$ cat src/rtl/enet_rgmii_rx_adapter.sv
// RGMII receive adapter: turns per-edge nibbles and RX_CTL into a framed byte stream with status.
// Define ENET_RX_IBS_EN to decode RGMII in-band link status and take the speed from it.
module enet_rgmii_rx_adapter #(
  parameter int unsigned CNT_W         = 16,
  parameter int unsigned MIN_FRAME_LEN = 64,
  parameter int unsigned MAX_FRAME_LEN = 1522
) (
  input  logic             clk,
  input  logic             rst,
  input  logic [3:0]       rxd_r,
  input  logic [3:0]       rxd_f,
  input  logic             ctl_r,
  input  logic             ctl_f,
  input  logic [1:0]       speed_sel,
  output logic             out_valid,
  output logic [7:0]       out_data,
  output logic             out_sof,
  output logic             out_last,
  output logic             out_err,
  output logic             out_runt,
  output logic             out_giant,
  output logic [CNT_W-1:0] out_len,
  output logic             link_up,
  output logic [1:0]       link_speed,
  output logic             link_duplex
);

  logic [3:0]       s_rxd_r, s_rxd_f;
  logic             s_dv, s_er;
  logic [1:0]       s_speed;

  logic             dv_prev_q;
  logic [1:0]       speed_q;
  logic             phase_q;
  logic [3:0]       nib_q;
  logic             first_q;
  logic             err_q;
  logic [CNT_W-1:0] cnt_q;
  logic             hold_valid_q;
  logic [7:0]       hold_data_q;
  logic             hold_sof_q;
  logic             hold_odd_q;

  logic [1:0]       spd_src;
  logic             rise, done, odd_end, phase_d, emit_last, err_d;
  logic [1:0]       spd_eff;
  logic [7:0]       byte_val;
  logic [3:0]       nib_d;
  logic [CNT_W-1:0] cnt_base, cnt_d;

  always_ff @(posedge clk) begin
    if (rst) begin
      s_rxd_r <= '0;
      s_rxd_f <= '0;
      s_dv    <= 1'b0;
      s_er    <= 1'b0;
      s_speed <= '0;
    end else begin
      s_rxd_r <= rxd_r;
      s_rxd_f <= rxd_f;
      s_dv    <= ctl_r;
      s_er    <= ctl_r ^ ctl_f;
      s_speed <= speed_sel;
    end
  end

`ifdef ENET_RX_IBS_EN
  logic [3:0] ibs_prev_q;
  logic       ibs_vld_q;
  logic       link_up_q;
  logic [1:0] link_speed_q;
  logic       link_duplex_q;
  logic       unused_speed;

  assign unused_speed = ^s_speed;

  // Idle samples with er=1 are skipped without breaking the run of identical samples.
  always_ff @(posedge clk) begin
    if (rst) begin
      ibs_prev_q    <= '0;
      ibs_vld_q     <= 1'b0;
      link_up_q     <= 1'b0;
      link_speed_q  <= '0;
      link_duplex_q <= 1'b0;
    end else if (s_dv) begin
      ibs_vld_q <= 1'b0;
    end else if (!s_er) begin
      ibs_prev_q <= s_rxd_r;
      ibs_vld_q  <= 1'b1;
      if (ibs_vld_q && (ibs_prev_q == s_rxd_r)) begin
        link_up_q     <= s_rxd_r[0];
        link_speed_q  <= s_rxd_r[2:1];
        link_duplex_q <= s_rxd_r[3];
      end
    end
  end

  assign link_up     = link_up_q;
  assign link_speed  = link_speed_q;
  assign link_duplex = link_duplex_q;
  assign spd_src     = link_speed_q;
`else
  assign link_up     = 1'b0;
  assign link_speed  = 2'b00;
  assign link_duplex = 1'b0;
  assign spd_src     = s_speed;
`endif

  always_comb begin
    rise     = s_dv & ~dv_prev_q;
    spd_eff  = rise ? spd_src : speed_q;
    done     = 1'b0;
    odd_end  = 1'b0;
    byte_val = '0;
    phase_d  = phase_q;
    nib_d    = nib_q;
    if (s_dv) begin
      if (spd_eff[1]) begin
        done     = 1'b1;
        byte_val = {s_rxd_f, s_rxd_r};
      end else if (rise || !phase_q) begin
        phase_d = 1'b1;
        nib_d   = s_rxd_r;
      end else begin
        done     = 1'b1;
        byte_val = {s_rxd_r, nib_q};
        phase_d  = 1'b0;
      end
    end else if (phase_q) begin
      // dv fell with a lone low nibble pending: flush it as an errored last byte.
      done     = 1'b1;
      odd_end  = 1'b1;
      byte_val = {4'h0, nib_q};
      phase_d  = 1'b0;
    end
    emit_last = hold_valid_q & (hold_odd_q | ~s_dv);
    // The next frame's first byte may be counted in the same cycle the old count is issued.
    cnt_base  = emit_last ? '0 : cnt_q;
    cnt_d     = (done && !(&cnt_base)) ? cnt_base + CNT_W'(1) : cnt_base;
    err_d     = (emit_last ? 1'b0 : err_q) | (s_dv & s_er);
  end

  always_ff @(posedge clk) begin
    if (rst) begin
      dv_prev_q    <= 1'b0;
      speed_q      <= '0;
      phase_q      <= 1'b0;
      nib_q        <= '0;
      first_q      <= 1'b0;
      err_q        <= 1'b0;
      cnt_q        <= '0;
      hold_valid_q <= 1'b0;
      hold_data_q  <= '0;
      hold_sof_q   <= 1'b0;
      hold_odd_q   <= 1'b0;
      out_valid    <= 1'b0;
      out_data     <= '0;
      out_sof      <= 1'b0;
      out_last     <= 1'b0;
      out_err      <= 1'b0;
      out_runt     <= 1'b0;
      out_giant    <= 1'b0;
      out_len      <= '0;
    end else begin
      dv_prev_q <= s_dv;
      if (rise) speed_q <= spd_src;
      phase_q <= phase_d;
      nib_q   <= nib_d;
      if (done)      first_q <= 1'b0;
      else if (rise) first_q <= 1'b1;
      err_q        <= err_d;
      cnt_q        <= cnt_d;
      hold_valid_q <= done;
      if (done) begin
        hold_data_q <= byte_val;
        hold_sof_q  <= rise | first_q;
        hold_odd_q  <= odd_end;
      end
      out_valid <= hold_valid_q;
      out_data  <= hold_valid_q ? hold_data_q : '0;
      out_sof   <= hold_valid_q & hold_sof_q;
      out_last  <= emit_last;
      out_err   <= emit_last & (err_q | hold_odd_q);
      out_runt  <= emit_last & (cnt_q < CNT_W'(MIN_FRAME_LEN));
      out_giant <= emit_last & (cnt_q > CNT_W'(MAX_FRAME_LEN));
      out_len   <= emit_last ? cnt_q : '0;
    end
  end

endmodule

$ cat config.mk
export PLATFORM = sky130hd
export DESIGN_NAME = enet_rgmii_rx_adapter
export DESIGN_NICKNAME = d
export VERILOG_FILES = /design/src/rtl/enet_rgmii_rx_adapter.sv
export SDC_FILE = /design/constraint.sdc
export NUM_CORES = 1
export LEC_CHECK = 0
export ABC_AREA = 1
export ABC_CLOCK_PERIOD_IN_PS = 1980
export CORE_MARGIN = 2
export CORE_UTILIZATION = 30
export DETAILED_ROUTE_END_ITERATION = 10
export PLACE_DENSITY = 0.49
export SETUP_SLACK_MARGIN = 0.15
export SLEW_MARGIN = 40
export SYNTH_ARGS = -nofsm -noshare
export SYNTH_HDL_FRONTEND = slang
export SYNTH_SLANG_ARGS = --single-unit
$ cat constraint.sdc
create_clock -name clk -period 1.98 [get_ports clk]
set_clock_uncertainty 0.1 [all_clocks]
set_input_delay 0.396 -clock clk [delete_from_list [all_inputs] [get_ports clk]]
set_output_delay 0.396 -clock clk [all_outputs]
set_load 0.005 [all_outputs]
## Word level (Yosys, flattened, before mapping)

Index checks and enable logic that the tools add are counted.

| word-level totals | value |
|---|---|
| flip-flop bits (word level) | 79 |
| input bits | 14 |
| output and inout port bits | 34 |
| word-level logic and storage cells | 69 |

| operators by class | value |
|---|---|
| $add $sub $neg | 1 |
| $lt $le $gt $ge | 2 |
| muxes and demuxes | 14 |
| bitwise logic cells | 17 |
| reduce and logical (&&, ||, !) cells | 10 |

Operators with widths:

| cell | number |
|---|---|
| two-way mux 16 bit | 2 |
| two-way mux 8 bit | 3 |
| adder 16 x 1 -> 16 bit (second input constant) | 1 |
| > comparator 16 x 11 -> 1 bit (second input constant) | 1 |
| < comparator 16 x 7 -> 1 bit (second input constant) | 1 |
| AND reduction 16 bit | 1 |
| OR reduction 2 bit | 4 |
| bitwise AND 1 bit | 7 |
| two-way mux 1 bit | 7 |
| inverter 1 bit | 5 |
| two-way mux 4 bit | 1 |
| bitwise OR 1 bit | 4 |
| AND reduction 3 bit | 1 |
| zero test 1 bit | 2 |
| two-way mux 2 bit | 1 |
| logical AND 1 bit | 1 |
| logical OR 1 bit | 1 |
| bitwise XOR 1 bit | 1 |

## Logic depth before layout (Yosys ltp)

| logic depth | value |
|---|---|
| depth after elaboration | 8 |
| gate-level depth with buffers | 17 |
| mapped depth without buffers | 16 |

## Worst setup path before layout

OpenSTA, ideal clock, no wires.

| timing path | value |
|---|---|
| path kind | flip-flop to flip-flop |
| start | register s_dv |
| end | register cnt_q[5] |
| library setup time | 0.115 ns |
| arrival time | 1.979 ns |
| data required time | 1.765 ns |
| slack | -0.214 ns |
| cell stages (with the launch flop) | 16 |
| path buffers | 3 |
| clock period less this slack | 2.194 ns |
| cells stage by stage | dfxtp_1 > buf_6 > nand2_4 > nand2_4 > buf_12 > inv_1 > nor2_1 > ha_1 > nand2_1 > inv_1 > nand3_1 > nor2_2 > nand3_4 > buf_6 > a21oi_1 > nor2_1 |

| on the way | value |
|---|---|
| word-level cells in the longest chain between the ends | 8 |
| elaborated cells on any way between the ends | 15 |
| those cells by class | add/sub (1); mux (6); bitwise (4); reduce/logical (4) |

RTL lines:

| what | RTL line | text |
|---|---|---|
| from (decl) | 29 | `logic s_dv, s_er;` |
| from (signal assigned) | 61 | `s_dv <= ctl_r;` |
| parallel branches: the longest is 7 deep, another holds adder 16 x 1 -> 16 bit | - |  |
| two-way mux 16 bit (*) | 139 | `cnt_d = (done && !(&cnt_base)) ? cnt_base + CNT_W'(1) : cnt_base;` |
| to (signal assigned) | 172 | `cnt_q <= cnt_d;` |
| to (decl) | 38 | `logic [CNT_W-1:0] cnt_q;` |

Every way passes the cells marked *.
A chain may end at the register's enable or synchronous reset.

## Worst setup path after layout

| timing path | value |
|---|---|
| start | register hold_odd_q |
| end | register cnt_q[0] |

| on the way | value |
|---|---|
| word-level cells in the longest chain between the ends | 7 |
| elaborated cells on any way between the ends | 8 |
| those cells by class | add/sub (1); mux (2); bitwise (2); reduce/logical (3) |

RTL lines:

| what | RTL line | text |
|---|---|---|
| from (decl) | 42 | `logic hold_odd_q;` |
| from (signal assigned) | 177 | `hold_odd_q <= odd_end;` |
| bitwise OR 1 bit (*) | 136 | `emit_last = hold_valid_q & (hold_odd_q \| ~s_dv);` |
| bitwise AND 1 bit (*) | 136 |  |
| two-way mux 16 bit (*) | 138 | `cnt_base = emit_last ? '0 : cnt_q;` |
| parallel branches: the longest is 3 deep, another holds adder 16 x 1 -> 16 bit | - |  |
| two-way mux 16 bit (*) | 139 |  |

Marked as above.

==> impl_metrics.env <==
export IMPL_nNetsFinal=489
export IMPL_antennaDiodeCount=0
export IMPL_grt_pass1_vias=2590
export IMPL_layout_drive_gt1_share_pct=26.3
export IMPL_gp_congestion=0.845
export IMPL_status="finished, violations left"
export IMPL_cts_hold_buf=0
export IMPL_clk_latency_ns=0.35
export IMPL_synthCells=401
export IMPL_worst_slack_ns=-0.0981
export IMPL_setup_violations=16
export IMPL_core_area_sq_um=10300
export IMPL_cts_tree="built"
export IMPL_fmax_mhz=481
export IMPL_period_share_pct=105
export IMPL_start_util_pct=30.7
export IMPL_synth_edf_count=0
export IMPL_cp_start_kind="flip-flop"
export IMPL_grt_usage_pct=13.1
export IMPL_violations="negative setup slack"
export IMPL_clk_pin_slew_ns=0.09
export IMPL_syn_to_final_growth_pct=36.8
export IMPL_cp_required_ns=2.13
export IMPL_cp_arrival_ns=2.23
export IMPL_cts_buffer_depth=2
export IMPL_die_y_microns=107
export IMPL_htree_levels=3
export IMPL_routed_wl_microns=6820
export IMPL_p_per_area_nw_per_um2=678
export IMPL_synthArstFlopShare_pct=0
export IMPL_report_power_total_w=0.00293
export IMPL_grt_max_degree=21
export IMPL_critPathKind="reg -> reg"
export IMPL_cp_end_kind="flip-flop"
export IMPL_power_leakage_nw=1.72
export IMPL_antenna_left=0
export IMPL_io_buffers=42
export IMPL_layout_commonest_cell="nor2_1"
export IMPL_die_area_sq_um=11400
export IMPL_ys_ff_latch=77
export IMPL_yosys_warnings=0
export IMPL_syn_cell_area_sq_um=3160
export IMPL_grt_pass1_wl_microns=11800
export IMPL_drc=0
export IMPL_hp_class="reg -> reg"
export IMPL_dp_final_hpwl_microns=4960
export IMPL_period_needed_ns=2.08
export IMPL_finalHoldViolCount=0
export IMPL_vias_per_cell=4.23
export IMPL_antenna_found_initial=0
export IMPL_maxCapViolations=0
export IMPL_num_vias=2604
export IMPL_drv_slew=0
export IMPL_rows=37
export IMPL_cp_max_fo=8
export IMPL_cts_buffers_inserted=9
export IMPL_cts_sinks=77
export IMPL_die_w_microns=107
export IMPL_ios=48
export IMPL_syn_avg_cell_area_sq_um=7.88
export IMPL_ir_worst_vdd_v=0.000308
export IMPL_synthFlopType="dfxtp_1"
export IMPL_wl_per_cell_microns=11.1
export IMPL_layout_common_cells="77 x nor2_1, 75 x dfxtp_1, 59 x inv_1"
export IMPL_yosysSeqAreaShare_pct=48.8
export IMPL_hold_worst_slack_ns=0.344
export IMPL_initialDrtViolationCount=52
export IMPL_synth_cell_types=37
export IMPL_drt_first_pass_iters=6
export IMPL_grt_overflow=0
export IMPL_rsz0062_at_grt="true"
export IMPL_clockRootBuffer="clkbuf_8"
-- worst max-delay path, cell delays in order (launching register included) --
cell and delay, ns:
dfxtp_2 0.33, inv_2 0.07, nand2_4 0.05, nand2_4 0.06, clkinvlp_4 0.13, nor2_4 0.17
ha_4 0.15, nand2_2 0.05, inv_2 0.07, nand3_4 0.09, nor2_4 0.15, nand3_4 0.17
nand2_8 0.17, inv_8 0.06, o21ai_2 0.11, nor2_1 0.05
-- cell type report --
cell class                 count  area (sq um)
clock buffer                   9           124
clock inverter                 7          63.8
fill                        1067          5960
inverter                      72           282
multi-input combinational    242          1460
sequential                    77          1540
tap                          136           170
timing repair buffer          72           681
-- power by group --
| part | internal, W | switching, W |
|---|---|---|
| combinational | 0.0000895 | 0.000118 |
| sequential | 0.00158 | 0.0000154 |
| clock | 0.000486 | 0.000641 |
-- layer usage --
layer,GRT usage (%),part of all wire [%]
met3,2.98,3.9
met4,6.31,1.7
met5,0,0
met1,15.6,46
met2,22.3,49
-- synthesized netlist by cell type (2+ instances only) --
master	instances	area, sq um
nor2_1	84	315
dfxtp_1	77	1540
inv_1	65	244
nand2_1	54	203
nand3_1	18	90.1
a21oi_1	15	75.1
o21ai_0	8	40.0
nand4_1	7	43.8
o22ai_1	6	37.5
inv_2	5	18.8
nor2_2	5	31.3
a22oi_1	4	30.0
buf_4	4	30.0
nand2_4	4	45.0
nand3_2	4	40.0
nor2_4	4	45.0
clkbuf_1	3	11.3
nand2_2	3	18.8
nand3_4	3	52.6
nor3_1	3	15.0
o32ai_1	3	26.3
buf_2	2	10.0
buf_6	2	22.5
clkinv_1	2	7.51
o21ai_1	2	10.0
xnor2_1	2	17.5
xor2_1	2	17.5
-- timing repair --
item                                    CTS  global route
endpoints found under the setup margin   19            24
buffers inserted                          6             2
gates resized for setup                  37            19
pin swaps                                14             9
-- metrics by stage --
step,utilization (%),setup TNS [ns],instance area [sq um],setup slack (ns),instances
6_report,42.0,-0.925,4320,-0.0981,615
2_1_floorplan,-,-2.56,3210,-0.193,404
5_1_grt,42.0,-2.56,4320,-0.197,615
3_3_place_gp,37.7,-0.532,3870,-0.117,591
3_5_place_dp,37.7,-0.989,3870,-0.196,591
4_1_cts,41.3,-0.118,4240,-0.0286,613
-- sequential cells by signal, summed over array words and instances (netlist names), 4 cells and up --
signal,cells
s_rxd_r,4
out_data,8
cnt_q,16
out_len,16
hold_data_q,8
s_rxd_f,4
nib_q,4
-- path summary, 6_finish.rpt --
path | start | to | slack, ns | cells past startpoint
worst max-delay path | hold_odd_q | cnt_q[0] | -0.1 | 15
worst max register to register | hold_odd_q | cnt_q[0] | -0.1 | 15
worst min register to register | hold_data_q[2] | out_data[2] | 0.34 | 2
worst min-delay path | hold_data_q[2] | out_data[2] | 0.34 | 2
-- cells by family (layout without fill, tap and decap cells) --
family,after synthesis,in the layout,synth area share [%]
buf+inv,85,160,12.0
fa+ha+maj,1,1,0.396
other cells,1,4,0.119
compound gates,41,41,8.04
simple gates,192,192,29.5
flops,77,77,48.8
xor+xnor,4,4,1.11
Note: power is estimated with default switching activity, not from simulation.
